===== config.mk =====
export PLATFORM = sky130hd
export DESIGN_NAME = delay_queue
export DESIGN_NICKNAME = d
export VERILOG_FILES = /design/src/rtl/delay_queue_pkg.sv /design/src/rtl/delay_queue_ptr.sv /design/src/rtl/delay_queue.sv
export SDC_FILE = /design/constraint.sdc
export NUM_CORES = 1
export LEC_CHECK = 0
export CAP_MARGIN = 5
export CORE_MARGIN = 4
export CORE_UTILIZATION = 50
export CTS_BUF_LIST = sky130_fd_sc_hd__clkbuf_16
export CTS_CLUSTER_DIAMETER = 150
export DETAILED_ROUTE_END_ITERATION = 10
export HOLD_SLACK_MARGIN = 0.1
export PLACE_DENSITY = 0.74
export RECOVER_POWER = 50
export SKIP_LAST_GASP = 1
export SLEW_MARGIN = 20
export SYNTH_ARGS = -nofsm -noshare
export SYNTH_HDL_FRONTEND = slang
export SYNTH_HIERARCHICAL = 1
export SYNTH_SLANG_ARGS = --single-unit

===== constraint.sdc =====
create_clock -name clock -period 2.5 [get_ports clock]
set_input_delay 0.375 -clock clock [delete_from_list [all_inputs] [get_ports clock]]
set_output_delay 0.375 -clock clock [all_outputs]
set_load 0.05 [all_outputs]

===== src/rtl/delay_queue_pkg.sv =====
// Shared sizing helpers for the delay queue: pointer and occupancy widths derived from DEPTH.
package delay_queue_pkg;

    localparam int DQ_DEFAULT_WIDTH = 4;
    localparam int DQ_DEFAULT_DEPTH = 4;

    function automatic int ptr_width(input int depth);
        return (depth > 1) ? $clog2(depth) : 1;
    endfunction

    // Count must represent 0..DEPTH inclusive, hence DEPTH+1 states.
    function automatic int cnt_width(input int depth);
        return $clog2(depth + 1);
    endfunction

endpackage


===== src/rtl/delay_queue_ptr.sv =====
// Wrapping modulo-DEPTH pointer with increment enable; used for both read and write sides.
module delay_queue_ptr
    import delay_queue_pkg::*;
#(
    parameter  int DEPTH = DQ_DEFAULT_DEPTH,
    localparam int PW    = ptr_width(DEPTH)
) (
    input  logic          clock,
    input  logic          reset,
    input  logic          inc_i,
    output logic [PW-1:0] ptr_o
);

    logic [PW-1:0] ptr_q;
    logic [PW-1:0] ptr_d;

    always_comb begin
        ptr_d = ptr_q;
        if (inc_i) begin
            ptr_d = (ptr_q == PW'(DEPTH - 1)) ? '0 : ptr_q + PW'(1);
        end
    end

    always_ff @(posedge clock or negedge reset) begin
        if (!reset) begin
            ptr_q <= '0;
        end else begin
            ptr_q <= ptr_d;
        end
    end

    assign ptr_o = ptr_q;

endmodule


===== src/rtl/delay_queue.sv =====
// Show-ahead FIFO with registered status flags, sticky error flag and async-cleared register storage.
module delay_queue
    import delay_queue_pkg::*;
#(
    parameter  int WIDTH = DQ_DEFAULT_WIDTH,
    parameter  int DEPTH = DQ_DEFAULT_DEPTH,
    localparam int PW    = ptr_width(DEPTH),
    localparam int CW    = cnt_width(DEPTH)
) (
    input  logic             clock,
    input  logic             reset,
    input  logic             push,
    input  logic [WIDTH-1:0] in,
    output logic             full,
    input  logic             pop,
    output logic [WIDTH-1:0] out,
    output logic             empty,
    output logic [CW-1:0]    count,
    output logic             err
);

    logic [WIDTH-1:0] mem_q [DEPTH];
    logic [CW-1:0]    count_q;
    logic [CW-1:0]    count_d;
    logic             err_q;
    logic             err_d;
    logic [PW-1:0]    wr_ptr;
    logic [PW-1:0]    rd_ptr;
    logic             push_acc;
    logic             pop_acc;

    // Acceptance is judged on pre-edge occupancy; full/empty come straight from count_q.
    assign full     = (count_q == CW'(DEPTH));
    assign empty    = (count_q == '0);
    assign push_acc = push && !full;
    assign pop_acc  = pop && !empty;

    delay_queue_ptr #(.DEPTH(DEPTH)) u_wr_ptr (
        .clock (clock),
        .reset (reset),
        .inc_i (push_acc),
        .ptr_o (wr_ptr)
    );

    delay_queue_ptr #(.DEPTH(DEPTH)) u_rd_ptr (
        .clock (clock),
        .reset (reset),
        .inc_i (pop_acc),
        .ptr_o (rd_ptr)
    );

    always_comb begin
        count_d = count_q;
        unique case ({push_acc, pop_acc})
            2'b10:   count_d = count_q + CW'(1);
            2'b01:   count_d = count_q - CW'(1);
            default: count_d = count_q;
        endcase
        // A push+pop pair always resolves into one real transfer, so only a lone rejected request is an error.
        err_d = err_q | (push && full && !pop) | (pop && empty && !push);
    end

    always_ff @(posedge clock or negedge reset) begin
        if (!reset) begin
            count_q <= '0;
            err_q   <= 1'b0;
            for (int i = 0; i < DEPTH; i++) begin
                mem_q[i] <= '0;
            end
        end else begin
            count_q <= count_d;
            err_q   <= err_d;
            if (push_acc) begin
                mem_q[wr_ptr] <= in;
            end
        end
    end

    assign out   = mem_q[rd_ptr];
    assign count = count_q;
    assign err   = err_q;

endmodule

After elaboration in Yosys (flattened, before gate mapping)
Index checks and enable logic that the tools add are counted.
{ "classes": {"addsub": 4, "magnitude_cmp": 3, "eq_ne": 5, "n_mux": 9, "bitwise_logic": 4, "n_reduce_logical": 13} }
{ "ops": {"columns": ["op", "n"], "rows": [
  ["bitwise mux 16 bit", 1],
  ["2-to-1 mux 4 bit", 3],
  ["binary-select mux 4 bit (select 2 bit)", 1],
  ["demux 4 bit (select 2 bit)", 1],
  ["logical AND 1 bit", 7],
  ["== test 2 bit (second input constant)", 3],
  [">= comparator 3 bit (second input constant)", 2],
  ["inverter 2 -> 3 bit", 2],
  ["one-hot mux 3 bit (2 select lines)", 1],
  ["adder 2 x 1 -> 2 bit (second input constant)", 2],
  ["logical NOT 1 bit", 4],
  ["2-to-1 mux 2 bit", 2],
  ["adder 3 x 1 -> 3 bit (second input constant)", 1],
  ["== test 3 bit (second input constant)", 1],
  ["logical NOT 3 bit", 1],
  ["< comparator 3 x 1 -> 1 bit (second input constant)", 1],
  ["subtractor 3 x 1 -> 3 bit (second input constant)", 1],
  ["== test 2 x 1 -> 1 bit (second input constant)", 1],
  ["bitwise OR 1 bit", 2],
  ["nonzero test 2 bit", 1]
]} }
{ "word_totals": {"reg_bits": 24, "in_bits": 8, "out_inout_bits": 10, "wordCells": 46} }

Depth between registers and ports, before layout
Gate-level depths: netlist (run 1).
{ "logic_depth": {"word_depth": 6, "depth_mapped": 8, "mapped_depth_nobuf": 8} }

Cells and area by module
The synthesis (run 1) kept the hierarchy.
{ "modules_own_cells": {"columns": ["mod", "n_inst", "cells_per_inst", "area_each_um2", "seq_area_each_um2"], "rows": [
  ["delay_queue", 1, 64, 953.4, 500.5],
  ["delay_queue_ptr", 2, 6, 88.8, 50.0]
]} }

Worst setup path after synthesis (run 1)
Ideal clock, no wire load.
{ "synth_path": {"path_type": "register -> register", "start": "reg count_q[0] (netlist: count[0])", "end": "reg count_q[2] (netlist: count[2])", "setup_ns": 0.145, "arrival_time_ns": 2.911, "required_ns": 2.355, "path_slack_ns": -0.556, "path_stages_with_launch": 9, "synth_period_minus_slack_ns": 3.056, "cell_sequence": "dfrtp_1 -> nor3_1 -> nor2b_1 -> ha_1 -> inv_1 -> fa_1 -> xor2_1 -> nor2_1 -> xor2_1"} }
{ "synth_via": {"elab_chain_len": 5, "elab_cells_between_ends": 12, "classes_between": "add/sub (2); eq/ne (3); mux (1); reduce/logical (6)"} }
{ "synth_rtl": {"columns": ["item", "line_no", "rtl"], "rows": [
  ["from (decl)", "delay_queue.sv:23", "logic [CW-1:0] count_q;"],
  ["from (signal assigned)", "delay_queue.sv:71", "count_q <= count_d;"],
  ["logical NOT 3 bit (*)", "delay_queue.sv:34", "assign empty = (count_q == '0);"],
  ["via empty", "delay_queue.sv:17", "output logic empty,"],
  ["logical NOT 1 bit (*)", "delay_queue.sv:36", "assign pop_acc = pop && !empty;"],
  ["logical AND 1 bit (*)", "delay_queue.sv:36", null],
  ["via pop_acc", "delay_queue.sv:30", "logic pop_acc;"],
  ["== test 2 x 1 -> 1 bit / == test 2 bit (equally long branches)", "delay_queue.sv:54", "unique case ({push_acc, pop_acc})"],
  ["one-hot mux 3 bit (2 select lines) / nonzero test 2 bit (equally long branches)", null, null]
]} }
The timed path passes the listed nets; every way through them passes the cells marked *.
A chain may end at the register's enable or synchronous reset.

Worst setup path in the final report (run 1)
{ "layout_path": {"start": "reg count_q[0] (netlist: count[0])", "end": "out full"} }
{ "layout_via": {"elab_chain_len": 1} }
{ "layout_rtl": {"columns": ["item", "line_no", "rtl"], "rows": [
  ["== test 3 bit", "delay_queue.sv:33", "assign full = (count_q == CW'(DEPTH));"],
  ["to (decl)", "delay_queue.sv:14", "output logic full,"]
]} }
No other way between the ends.

==> metrics.csv, run 1 <==
metric;value;unit
CTS max path bufs;2;
Final period util;91.63;%
Synth Area per Inst;14.88;um^2
CTS sink count;24;
Row Count;16;
most frequent cells in the layout;dfrtp_1, mux2_2, clkdlybuf4s50_1;
gpl congestion;0.7344;
Setup Crit Path Kind;flip-flop to output pin;
Final setup viols;0;
relative slew slack;15.68;%
largest family of logic cells by synthesized area;multiplexers;
vias in the first global route;710;
H-tree depth;1;
Clock Skew;0.002674;ns
Slew Viols, Final;0;
final setup margin;0.2091;ns
Synth Area in Compound Gates;0.6637;%
Die Ht;55.56;um
Starting DRT DRC Count;1;
synthesis-to-finish area growth;29.31;%
overall die width;55.56;um
commonest non-fill, non-tap cell in the layout;dfrtp_1;
first drt pass iteration count;3;
Worst Path Required;2.12;ns
TritonCTS clock tree;built;
I/O Pins;18;
Die ar.;0.003087;mm^2
Port Buffer Count;17;
setup TNS;0;ns
Placed Instances;123;
Skew-Pair Late Insertion Delay;0.25;ns
DRC viols;0;
share of cells above drive strength 1;34.00;%
DR vias/cell;5.173;
Syn. warnings;6;
via count;657;
WP data arrival;1.92;ns
routed len/inst;15.26;um
number of max-cap violations;0;
largest net degree at the start of global routing;25;
setup repair bufs after CTS;0;
first-pass GRT wire length;3.318;mm
final WL;1.938;mm
Post-Layout Cell Count;127;
worst slew pin tran;1.265;ns
mux share of post-synthesis cell area;28.76;%
post-synthesis sequential area ratio;53.10;%
root buf cell;clkbuf_16;
initial antenna violation count;0;
Synth Area in XOR/XNOR;2.323;%
total global routing overflow;0;
FF+latch count, synth;24;
startpoint types;flip-flop;
Net Count, Synth;88;
Antenna Cells;0;
simple logic cell fraction of the synthesized area;8.407;%
Num CTS Buffers;3;
Post-Syn Instances;76;
Cell Area, Synth;0.001131;mm^2
Place WS;0.2003;ns
clock-pin slew on the worst setup and hold paths;0.06;ns
Final HPWL DP;1.400;mm
f_max;436.5;MHz
Post-Synth Adder-Cell Area;5.088;%
Final min period;2.291;ns
Hold WC Path Type;flip-flop to flip-flop;
Core Box Area;0.002062;mm^2
Final ANT Viol Nets;0;
aggregate global-route resource usage;13.91;%
CP endpoint kind;output pin;
RSZ-0062 raised after global routing;false;
Final nets;113;
Netlist cell types;20;
worst-path fanout max;7;
status;finished clean;
Final Hold Fails;0;
Initial Util;54.85;%
path summary, 6_finish.rpt:
kind / from / to / slack, ns / depth (start not counted)
max in group asynchronous: reset / count[1]$_DFFE_PN0P_ / 0.75 / 2
min reg2reg: err$_DFF_PN0_ / err$_DFF_PN0_ / 0.49 / 2
min in group asynchronous: reset / mem_q[2]$_DFFE_PN0P_ / 0.92 / 2
max reg2reg: count[0]$_DFFE_PN0P_ / count[2]$_DFFE_PN0P_ / 0.41 / 8
min: err$_DFF_PN0_ / err$_DFF_PN0_ / 0.49 / 2
max: count[0]$_DFFE_PN0P_ / full / 0.21 / 2
logic make-up (layout without fill, tap and decap cells):
kind of cell / count (synthesis) / count (layout)
flip-flops: 24 / 24
adder cells (fa/ha/maj): 4 / 4
buffers and inverters: 5 / 29
XOR/XNOR: 3 / 3
AND/OR/NAND/NOR: 14 / 14
AO/OA/AOI/OAI: 1 / 1
multiplexers: 25 / 25
critical path, cell delays in order (launching register included):
cell	delay (ns)
dfrtp_1	0.47
nor3b_4	0.32
clkdlybuf4s50_1	0.87
what timing repair did:
item / 4_1_cts / 5_1_grt
hold buffers: 0 / 0
hold endpoints to repair: 0 / 0
gates resized for setup: 0 / 4
setup endpoints to repair: 0 / 4
final cells by class:
cell class / instances / area [um^2]
fillers: 149 / 599.3
repair buffers: 20 / 198.9
multi-input cells: 47 / 529.3
clock inverters: 1 / 3.754
well taps: 27 / 33.78
clock buffers: 3 / 75.07
inverters: 5 / 18.77
flip-flops and latches: 24 / 603.1
metal layers:
| layer | routed length [um] | up-vias | share of wire, % | global-route usage [%] |
|---|---|---|---|---|
| met5 | 0 | - | 0 | 0 |
| met2 | 957 | 12 | 49 | 23.48 |
| met4 | 0 | 0 | 0 | 4.167 |
| li1 | - | 325 | - | - |
| met1 | 923 | 320 | 48 | 17.67 |
| met3 | 57 | 0 | 2.9 | 3.263 |
flip-flops by register name, summed over array words and instances, names as in the netlist:
| register | flops |
|---|---|
| err | 1 |
| mem_q | 16 |
| u_rd_ptr/ptr_o | 2 |
| count | 3 |
| u_wr_ptr/ptr_o | 2 |
metrics by stage:
| stage | util [%] | area (um^2) | hold slack, ns |
|---|---|---|---|
| 2_1_floorplan | - | 1152 | 0.07941 |
| 6_report | 70.93 | 1463 | 0.4862 |
| 3_5_place_dp | 66.87 | 1379 | 0.4732 |
| 3_3_place_gp | 66.87 | 1379 | 0.4821 |
| 4_1_cts | 70.69 | 1458 | 0.4881 |
| 5_1_grt | 70.93 | 1463 | 0.5134 |
Yosys cell counts:
cell type,instances,area [um^2]
dfrtp_1,24,600.6
mux2_2,20,225.2
inv_1,5,18.77
mux4_2,4,90.09
ha_1,3,37.54
nor2_1,3,11.26
nand2_1,2,7.510
nor3_1,2,10.01
xor2_1,2,17.52
and4bb_1,1,12.51
fa_1,1,20.02
mux2i_1,1,10.01
nand2b_1,1,6.260
nand3b_1,1,7.510
nor2b_1,1,6.260
nor3b_1,1,7.510
nor3b_2,1,12.51
o211ai_1,1,7.510
or4b_4,1,13.76
xnor2_1,1,8.760
Power of run 1 is left out: the tool's default activity adds up to more than one toggle a clock period on the data nets, which glitch-free logic cannot reach.
==> inputs of run 2 (changes only) <==
--- a/config.mk
+++ b/config.mk
@@ -6,13 +6,12 @@
 export NUM_CORES = 1
 export LEC_CHECK = 0
 export CAP_MARGIN = 5
-export CORE_MARGIN = 4
-export CORE_UTILIZATION = 50
+export CORE_UTILIZATION = 51
 export CTS_BUF_LIST = sky130_fd_sc_hd__clkbuf_16
 export CTS_CLUSTER_DIAMETER = 150
 export DETAILED_ROUTE_END_ITERATION = 10
 export HOLD_SLACK_MARGIN = 0.1
-export PLACE_DENSITY = 0.74
+export PLACE_DENSITY = 0.75
 export RECOVER_POWER = 50
 export SKIP_LAST_GASP = 1
 export SLEW_MARGIN = 20
==> run 2 against run 1 <==
Net effect:
- worst setup slack worse by 0.14 ns
- count of clock-buffer cells in the layout unchanged
- core utilization is 2.6 points higher
- sequential share of layout area shrank 0.66 points
- design area grew 1.6%
- fmax is 5.7% lower
- wire length rose by 0.52%
- critical path type unchanged
- highest routed layer is now met4
==> metrics.csv, run 2 (synthesis results as in run 1) <==
metric;value;unit;change
status;finished clean;;unchanged
WP data arrival;2.05;ns;was 1.92 ns
RSZ-0062 raised after global routing;false;;unchanged
aggregate global-route resource usage;18.80;%;was 13.91%
Worst R2R Start;count[0]$_DFFE_PN0P_;;unchanged
I/O Pins;18;;unchanged
R2R depth;8;;unchanged
relative slew slack;15.05;%;was 15.68%
Final ANT Viol Nets;0;;unchanged
DR vias/cell;5.362;;was 5.173
share of cells above drive strength 1;35.00;%;was 34.00%
Core Box Area;0.002022;mm^2;was 0.002062 mm^2
Die ar.;0.002410;mm^2;was 0.003087 mm^2
Antenna Cells;0;;unchanged
Clock Skew;0.005595;ns;was 0.002674 ns
worst path cell trace;mux4_2 -> clkdlybuf4s50_1;;was nor3b_4 -> clkdlybuf4s50_1
most frequent cells in the layout;dfrtp_1, mux2_2, clkdlybuf4s50_1;;unchanged
via count;681;;was 657
synthesis-to-finish area growth;31.42;%;was 29.31%
Skew-Pair Late Insertion Delay;0.25;ns;about the same
max incr delay on CP;0.71;ns;was 0.87 ns
worst-path fanout max;7;;unchanged
vias in the first global route;683;;was 710
Final Hold Fails;0;;unchanged
total global routing overflow;0;;unchanged
TritonCTS clock tree;built;;unchanged
Slew Viols, Final;0;;unchanged
root buf cell;clkbuf_16;;unchanged
Hold-fix buffers, CTS;0;;unchanged
Starting DRT DRC Count;5;;was 1
startpoint types;flip-flop;;unchanged
worst reg2reg setup slack;0.39;ns;was 0.41 ns
Hold WC Path Type;flip-flop to flip-flop;;unchanged
Largest Register;mem_q;;unchanged
Initial Util;55.94;%;was 54.85%
Num CTS Buffers;3;;unchanged
CTS max path bufs;2;;unchanged
DRC viols;0;;unchanged
H-tree depth;1;;unchanged
number of max-cap violations;0;;unchanged
commonest non-fill, non-tap cell in the layout;dfrtp_1;;unchanged
Slowest-stage cell, CP;clkdlybuf4s50_1;;unchanged
routed len/inst;15.34;um;was 15.26 um
final WL;1.948;mm;was 1.938 mm
overall die width;49.10;um;was 55.56 um
worst slew pin tran;1.274;ns;was 1.265 ns
CTS sink count;24;;unchanged
max reg flops;16;;unchanged
initial antenna violation count;0;;unchanged
CP endpoint kind;output pin;;unchanged
Final nets;113;;unchanged
f_max;411.7;MHz;was 436.5 MHz
largest net degree at the start of global routing;25;;unchanged
Worst Setup EP;out[0];;was full
Die Ht;49.10;um;was 55.56 um
Setup Crit Path Kind;flip-flop to output pin;;unchanged
first-pass GRT wire length;3.277;mm;was 3.318 mm
first drt pass iteration count;3;;unchanged
Worst Path Required;2.12;ns;about the same
Critical Path Start;u_rd_ptr/ptr_o[0]$_DFFE_PN0P_;;was count[0]$_DFFE_PN0P_
Row Count;16;;unchanged
Final HPWL DP;1.371;mm;was 1.400 mm
FF-to-FF End;count[2]$_DFFE_PN0P_;;unchanged
gpl congestion;0.7159;;was 0.7344
setup TNS;0;ns;unchanged
Final min period;2.429;ns;was 2.291 ns
Final setup viols;0;;unchanged
Final period util;97.16;%;was 91.63%
clock-pin slew on the worst setup and hold paths;0.06;ns;about the same
Port Buffer Count;17;;unchanged
run 2: changes by cell type in the layout (fill, tap and decap cells not counted):
cell	before	now
clkinv_1	1	0
dlymetal6s2s_1	4	3
clkdlybuf4s50_1	11	12
bufinv_16	0	1
run 2: per-layer routing:
layer  up-vias  GRT usage [%]  part of all wire [%]
met3         2          1.869                   3.3
met4         0          8.824                  0.67
li1        329              -                     -
met1       338          24.89                    46
met2        12          31.05                    50
met5         -              0                     0
run 2: final cells by class:
| type | instances | area (um^2) |
|---|---|---|
| sequential | 24 | 603.1 |
| fill | 135 | 535.5 |
| multi-input combinational | 47 | 529.3 |
| timing repair buffer | 20 | 196.4 |
| clock buffer | 3 | 75.07 |
| tap | 27 | 33.78 |
| clock inverter | 1 | 30.03 |
| inverter | 5 | 18.77 |
run 2: timing repair:
action / 4_1_cts / 5_1_grt
resized for setup: 0 / 3
setup endpoints to repair: 0 / 3
buffers inserted: 0 / 0
run 2: stage by stage:
| step | hold slack, ns | cell area [um^2] | setup WS (ns) | utilization (%) | instances |
|---|---|---|---|---|---|
| 5_1_grt | 0.5173 | 1486 | 0.004327 | 73.51 | 127 |
| 3_5_place_dp | 0.4805 | 1379 | 0.1904 | 68.19 | 123 |
| 6_report | 0.5004 | 1486 | 0.07109 | 73.51 | 127 |
| 3_3_place_gp | 0.4858 | 1379 | 0.2813 | 68.19 | 123 |
| 2_1_floorplan | 0.07941 | 1152 | 0.03887 | - | 76 |
| 4_1_cts | 0.4917 | 1484 | 0.04778 | 73.39 | 127 |
run 2: critical path, delay by kind of cell, from the launching register on:
family,cells,cell delay [ns]
buffers and inverters,1,0.71
DFF,1,0.55
muxes,1,0.54
run 2: worst min path at each step:
stage                                     from               endpoint  slack [ns]  cells after the start
after floorplan                          reset   count[0]$_DFFE_PN0P_        0.08                      0
after global placement    mem_q[6]$_DFFE_PN0P_   mem_q[6]$_DFFE_PN0P_        0.49                      1
after detailed placement         err$_DFF_PN0_          err$_DFF_PN0_        0.48                      2
after CTS                                reset  mem_q[13]$_DFFE_PN0P_        0.49                      2
after global routing             err$_DFF_PN0_          err$_DFF_PN0_        0.52                      2
final                            err$_DFF_PN0_          err$_DFF_PN0_        0.50                      2
Power of run 2 is left out for the same reason.
==> inputs of run 3 (changes only) <==
--- a/config.mk
+++ b/config.mk
@@ -6,12 +6,13 @@
 export NUM_CORES = 1
 export LEC_CHECK = 0
 export CAP_MARGIN = 5
-export CORE_UTILIZATION = 51
-export CTS_BUF_LIST = sky130_fd_sc_hd__clkbuf_16
+export CORE_UTILIZATION = 45
+export CTS_BUF_LIST = sky130_fd_sc_hd__clkbuf_8
 export CTS_CLUSTER_DIAMETER = 150
 export DETAILED_ROUTE_END_ITERATION = 10
+export DONT_BUFFER_PORTS = 1
 export HOLD_SLACK_MARGIN = 0.1
-export PLACE_DENSITY = 0.75
+export PLACE_DENSITY = 0.59
 export RECOVER_POWER = 50
 export SKIP_LAST_GASP = 1
 export SLEW_MARGIN = 20
==> run 3 against run 2 <==
Net effect:
- global-route usage decreased by 1.4 points
- via count fell by 9.5%
- core utilization decreased by 17 points
- worst setup slack better by 0.22 ns
- non-clock buffer count decreased by 14
- sequential share of layout area increased by 6.0 points
==> metrics.csv, run 3 (synthesis results as in run 1) <==
metric;value;unit;change
setup repair bufs after CTS;0;;unchanged
final setup margin;0.2947;ns;was 0.07109 ns
most frequent cells in the layout;dfrtp_1, mux2_2, inv_1;;was dfrtp_1, mux2_2, clkdlybuf4s50_1
I/O Pins;18;;unchanged
share of cells above drive strength 1;43.02;%;was 35.00%
met1 WL;858;um;was 897 um
Worst Path Required;2.65;ns;was 2.12 ns
met2 WL;924;um;was 972 um
Port Buffer Count;0;;was 17
DR vias/cell;5.404;;was 5.362
overall die width;52.14;um;was 49.10 um
CTS max path bufs;2;;unchanged
Hold WC Path Type;primary input to flip-flop;;was flip-flop to flip-flop
root buf cell;clkbuf_8;;was clkbuf_16
DRC viols;0;;unchanged
Placed Instances;108;;was 123
TritonCTS clock tree;built;;unchanged
via count;616;;was 681
Starting DRT DRC Count;0;;was 5
aggregate global-route resource usage;17.41;%;was 18.80%
worst-path fanout max;6;;was 7
startpoint types;flip-flop;;unchanged
RSZ-0062 raised after global routing;false;;unchanged
Top Metal Used;met4;;unchanged
Die ar.;0.002718;mm^2;was 0.002410 mm^2
Post-Layout Cell Count;114;;was 127
CP endpoint kind;flip-flop;;was output pin
met3 wire length;42;um;was 65 um
Place WS;0.3654;ns;was 0.1904 ns
Final setup viols;0;;unchanged
first-pass GRT wire length;3.229;mm;was 3.277 mm
Slew Viols, Final;0;;unchanged
Num CTS Buffers;3;;unchanged
largest net degree at the start of global routing;25;;unchanged
number of max-cap violations;0;;unchanged
gpl congestion;0.6533;;was 0.7159
WP data arrival;2.36;ns;was 2.05 ns
Clock Skew;0.003747;ns;was 0.005595 ns
setup TNS;0;ns;unchanged
status;finished clean;;unchanged
Largest Register;mem_q;;unchanged
Row Count;17;;was 16
vias in the first global route;699;;was 683
Setup Crit Path Kind;flip-flop to flip-flop;;was flip-flop to output pin
commonest non-fill, non-tap cell in the layout;dfrtp_1;;unchanged
initial antenna violation count;0;;unchanged
synthesis-to-finish area growth;14.82;%;was 31.42%
Final nets;99;;was 113
Final Core Density;56.54;%;was 73.51%
Final Hold Fails;0;;unchanged
Final HPWL DP;1.336;mm;was 1.371 mm
routed len/inst;16.14;um;was 15.34 um
worst slew pin tran;1.285;ns;was 1.274 ns
Final period util;88.21;%;was 97.16%
Initial Util;49.24;%;was 55.94%
f_max;453.4;MHz;was 411.7 MHz
relative slew slack;14.31;%;was 15.05%
Final min period;2.205;ns;was 2.429 ns
final WL;1.840;mm;was 1.948 mm
Final ANT Viol Nets;0;;unchanged
clock-pin slew on the worst setup and hold paths;0.08;ns;was 0.06 ns
total global routing overflow;0;;unchanged
max reg flops;16;;unchanged
Antenna Cells;0;;unchanged
CTS sink count;24;;unchanged
Die Ht;52.14;um;was 49.10 um
first drt pass iteration count;1;;was 3
Core Box Area;0.002297;mm^2;was 0.002022 mm^2
Skew-Pair Late Insertion Delay;0.26;ns;was 0.25 ns
H-tree depth;1;;unchanged
## run 3: cell types whose count changed in the layout (fill, tap and decap cells not counted), sizes merged
cell / before / now
dlymetal6s2s: 3 / 0
clkdlybuf4s50: 12 / 0
buf: 2 / 3
dlygate4sd3: 2 / 1
clkbuf: 4 / 5
## run 3: final cells by class
cell class                      instances  area [um^2]
Multi-Input combinational cell         47        529.3
Inverter                                5        18.77
Sequential cell                        24        604.3
Tap cell                               28        35.03
Timing Repair Buffer                    6        40.04
Clock inverter                          1        30.03
Clock buffer                            3        41.29
Fill cell                             193        998.5
## run 3: stage by stage
step | instance area, um^2 | hold WS (ns)
detailed placement | 1217 | 0.07990
global route | 1299 | 0.2250
floorplan | 1152 | 0.07941
global placement | 1217 | 0.07987
finish | 1299 | 0.2262
CTS | 1319 | 0.2240
## run 3: what timing repair did
action / in CTS / in global routing
resized for setup: 0 / 0
hold buffers: 2 / 0
endpoints found under the hold margin: 24 / 0
## run 3: worst max-delay path: stages, from the launching register on
cell and delay [ns]:
dfrtp_2 0.58, nor3b_4 0.24, clkbuf_1 0.61, and4bb_1 0.37, mux2_2 0.29
## run 3: worst paths after layout
path / startpoint / to / slack [ns] / cells after the start
setup / recovery: count[2]$_DFFE_PN0P_ / mem_q[10]$_DFFE_PN0P_ / 0.29 / 4
hold / removal: pop / err$_DFF_PN0_ / 0.23 / 1
setup reg to reg: count[2]$_DFFE_PN0P_ / mem_q[10]$_DFFE_PN0P_ / 0.29 / 4
hold reg to reg: mem_q[6]$_DFFE_PN0P_ / mem_q[6]$_DFFE_PN0P_ / 0.51 / 1
max in group asynchronous: reset / count[2]$_DFFE_PN0P_ / 0.73 / 2
min in group asynchronous: reset / mem_q[7]$_DFFE_PN0P_ / 0.92 / 2
## run 3: metal layers
metal | GRT usage (%) | vias to the layer above
li1 | - | 293
met1 | 21.59 | 314
met2 | 29.06 | 7
met3 | 3.509 | 2
met4 | 7.895 | 0
met5 | 0 | -
Power of run 3 is left out for the same reason.
==> RTL change 1 (config.mk and constraints of run 2) <==
Change the package constant `DQ_DEFAULT_WIDTH` from 4 to 3.
--- a/src/rtl/delay_queue_pkg.sv
+++ b/src/rtl/delay_queue_pkg.sv
@@ -1,7 +1,7 @@
 // Shared sizing helpers for the delay queue: pointer and occupancy widths derived from DEPTH.
 package delay_queue_pkg;
 
-    localparam int DQ_DEFAULT_WIDTH = 4;
+    localparam int DQ_DEFAULT_WIDTH = 3;
     localparam int DQ_DEFAULT_DEPTH = 4;
 
     function automatic int ptr_width(input int depth);
Ports: changed (resized in and out); port bits go from 18 to 16. The function was not compared with the original's and may differ.
==> RTL change 1 against run 2 <==
- design area shrank 14%
- synthesized area decreased by 13%
- non-clock buffer count fell by 4
- sequential cell count decreased by 4
- setup slack better by 0.062 ns
- wire length decreased by 12%
- critical endpoint is now out[2]
Power is not shown: default switching activity piles up to over one toggle a cycle in this logic, so the estimate is an artifact.
==> RTL change 1: results (changes against run 2) <==
* Critical Path Fanout Max at 6 (was 7)
* Status: finished clean (unchanged)
* GR Overflow Total at 0 (unchanged)
* First-pass GRT wire length at 2750 um (was 3280 um)
* Routability Congestion at 0.673 (was 0.716)
* Buffers added on ports at 15 (was 17)
* Clock Skews at 0.000811 ns (was 0.00560 ns)
* Total track usage at 0.196 (was 0.188)
* Placed insts at 108 (was 123)
* Final WL at 1710 um (was 1950 um)
* Slew margin rel. at 0.301 (was 0.150)
* Post-synthesis adder-cell area fraction at 0.0587 (was 0.0509)
* Post-Layout Inst Area at 1280 um^2 (was 1490 um^2)
* Routed vias at 574 (was 681)
* XOR/XNOR Fraction of Synth Area at 0.0268 (was 0.0232)
* Dpl hpwl at 1260 um (was 1370 um)
* Synthesized netlist net count at 78 (was 88)
* Wire length on met2 at 866 um (was 972 um)
* Fill count at 137 (was 135)
* Synth cell types at 21 (was 20)
* Largest net degree at the start of global routing at 21 (was 25)
* Area after DPL at 1180 um^2 (was 1380 um^2)
* Sequential area share after synthesis at 0.510 (was 0.531)
* Largest register FFs at 12 (was 16)
* Mapped Cells at 67 (was 76)
* Hold Crit Class: reg2reg (unchanged)
* Met3 wire length at 48 um (was 65 um)
* Ratio of cells with drive above 1 in the final layout at 0.333 (was 0.350)
* Mux share of post-synthesis cell area at 0.274 (was 0.288)
* WP data arrival at 1.99 ns (was 2.05 ns)
* WL met1 at 783 um (was 897 um)
* Worst slack, placed at 0.193 ns (was 0.190 ns)
* Initial antenna violation count at 0 (unchanged)
* Wire length per cell at 15.3 um (about the same)
* Most frequent cells after synthesis: 20 x dfrtp_1, 13 x mux2_2, 5 x inv_1 (was 24 x dfrtp_1, 20 x mux2_2, 5 x inv_1)
[RTL change 1: cell types whose count changed after synthesis, sizes merged]
cell          run 2  this run
dfrtp            24        20
mux2             20        16
mux4              4         3
[RTL change 1: metal layers]
layer,global-route usage,up-vias
li1,-,279
met1,0.258,282
met2,0.324,11
met3,0.0357,2
met4,0.0706,0
met5,0,-
[RTL change 1: area by class of cell]
type | count | share of cell area
flip-flops and latches | 20 | 0.391
repair buffers | 16 | 0.120
clock inverters | 1 | 0.0234
well taps | 25 | 0.0243
multi-input cells | 42 | 0.368
inverters | 5 | 0.0146
clock buffers | 3 | 0.0584
[RTL change 1: path summary, 6_finish.rpt]
check / from / endpoint / slack, ns / depth (start not counted)
hold reg to reg: err / err / 0.49 / 2
min in group asynchronous: reset / u_wr_ptr/ptr_o[0] / 0.83 / 2
max in group asynchronous: reset / count[0] / 0.96 / 2
setup / recovery: u_rd_ptr/ptr_o[0] / out[2] / 0.13 / 2
setup reg to reg: count[1] / count[2] / 0.38 / 8
hold / removal: err / err / 0.49 / 2
==> RTL change 2 (settings of run 2) <==
Made on the original files. Reset style: synchronous (`reset`), changed in 2 clocked blocks. Comments in the files are not updated.
--- a/src/rtl/delay_queue_ptr.sv
+++ b/src/rtl/delay_queue_ptr.sv
@@ -21,7 +21,7 @@
         end
     end
 
-    always_ff @(posedge clock or negedge reset) begin
+    always_ff @(posedge clock) begin
         if (!reset) begin
             ptr_q <= '0;
         end else begin
--- a/src/rtl/delay_queue.sv
+++ b/src/rtl/delay_queue.sv
@@ -60,7 +60,7 @@
         err_d = err_q | (push && full && !pop) | (pop && empty && !push);
     end
 
-    always_ff @(posedge clock or negedge reset) begin
+    always_ff @(posedge clock) begin
         if (!reset) begin
             count_q <= '0;
             err_q   <= 1'b0;
Check against the original RTL: differs if reset is asserted again (counterexample within 4 cycles, from zero or initial values and one cycle with reset low); with reset held inactive, the same outputs for 10 cycles.
==> RTL change 2 against run 2 <==
- setup slack better by 0.026 ns
- synthesized area up 1.2%
- global-route usage up 2.7 points
- critical path depth up 2
- wire length up 11%
- non-clock buffer count up 1
- count of clock-buffer cells in the layout unchanged
- register-to-register slack worse by 0.19 ns
- sequential cell count unchanged
- via count up 16%
- utilization down 2.3 points
- design area down 2.2%
- critical path type unchanged
==> RTL change 2: results (changes against run 2) <==
* Largest net degree at the start of global routing at 17 (was 25)
* Met3 wire length at 88 um (was 65 um)
* Most frequent cells after synthesis: 16 x edfxtp_1, 9 x inv_1, 8 x dfxtp_1, 8 x nor2_1 (was 24 x dfrtp_1, 20 x mux2_2, 5 x inv_1)
* Wire length on met2 at 1060 um (was 972 um)
* Asr flop ratio synth at 0 (was 1.00)
* Post-synth EDFFs at 16 (was 0)
* WL met1 at 978 um (was 897 um)
* H-tree depth at 1 (unchanged)
* Hold Path Depth at 1 (was 2)
* Vias in the first global route at 768 (was 683)
* Total track usage at 0.215 (was 0.188)
* Nets at 129 (was 113)
* Syn Area/Cell at 12.3 um^2 (was 14.9 um^2)
* Ratio of cells with drive above 1 in the final layout at 0.121 (was 0.350)
* Wire length per cell at 15.2 um (was 15.3 um)
* Slew margin rel. at 0.565 (was 0.150)
* Synth cell types at 28 (was 20)
* Crit-path max cell delay at 0.79 ns (was 0.71 ns)
* Grt met1 use at 0.276 (was 0.249)
* Fill count at 159 (was 135)
* Non-Filler Instances at 143 (was 127)
* Ranking of synthesized cells by area: edfxtp_1 42%, dfxtp_1 14%, mux4_2 7.9% (was dfrtp_1 53%, mux2_2 20%, mux4_2 8.0%)
* Global Route met2 Usage at 0.342 (was 0.311)
* Dpl hpwl at 1600 um (was 1370 um)
* Clock Skews at 0.00587 ns (was 0.00560 ns)
* Status: finished clean (unchanged)
* Routed vias at 793 (was 681)
* Initial DRC Count at 17 (was 5)
* First-pass GRT wire length at 3770 um (was 3280 um)
* Area of the multi-input gates at 464 um^2 (was 529 um^2)
* Grt met3 use at 0.0498 (was 0.0187)
* WP data arrival at 2.03 ns (was 2.05 ns)
* Sequential area share after synthesis at 0.560 (was 0.531)
## RTL change 2: cell count changes in the layout (fill, tap and decap cells not counted), sizes merged, moves of 3 or more
cell and change:
edfxtp +16, nor2b +4, o21ai +5, inv +5, nand4 +4, mux2 -20
dfxtp +8, o21a +3, nor3 +3, nor2 +5, dfrtp -24
## RTL change 2: kinds of logic (layout without fill, tap and decap cells)
| group | count (synthesis) | count (layout) | share of synthesized area |
|---|---|---|---|
| flip-flops | 24 | 24 | 0.560 |
| AO/OA/AOI/OAI | 11 | 11 | 0.0612 |
| AND/OR/NAND/NOR | 35 | 35 | 0.180 |
| XOR/XNOR | 2 | 2 | 0.0153 |
| multiplexers | 6 | 6 | 0.0962 |
| adder cells (fa/ha/maj) | 4 | 4 | 0.0503 |
| buffers and inverters | 11 | 34 | 0.0371 |
## RTL change 2: worst paths after layout
| check | startpoint | end | slack, ns |
|---|---|---|---|
| worst max-delay path | count[2] | full | 0.1 |
| worst min-delay path | err | err | 0.46 |
| worst max register to register | count[2] | count[2] | 0.20 |
| worst min register to register | err | err | 0.46 |
## RTL change 2: worst max-delay path, delay by kind of cell, from the launching register on
kind                   cells  cell delay (ns)
buffers and inverters      3             1.00
AND/OR/NAND/NOR            1             0.39
flip-flops                 1             0.39
## RTL change 2: cell type report
type / count / area share
sequential: 24 / 0.443
inverter: 9 / 0.0232
clock buffer: 3 / 0.0516
tap: 27 / 0.0232
timing repair buffer: 21 / 0.137
clock inverter: 1 / 0.00258
multi-input combinational: 58 / 0.319
## RTL change 2: power by group
group          internal, W  switching [W]
registers         0.000493      0.0000765
logic             0.000243       0.000356
clock network     0.000214       0.000132
total             0.000950       0.000564
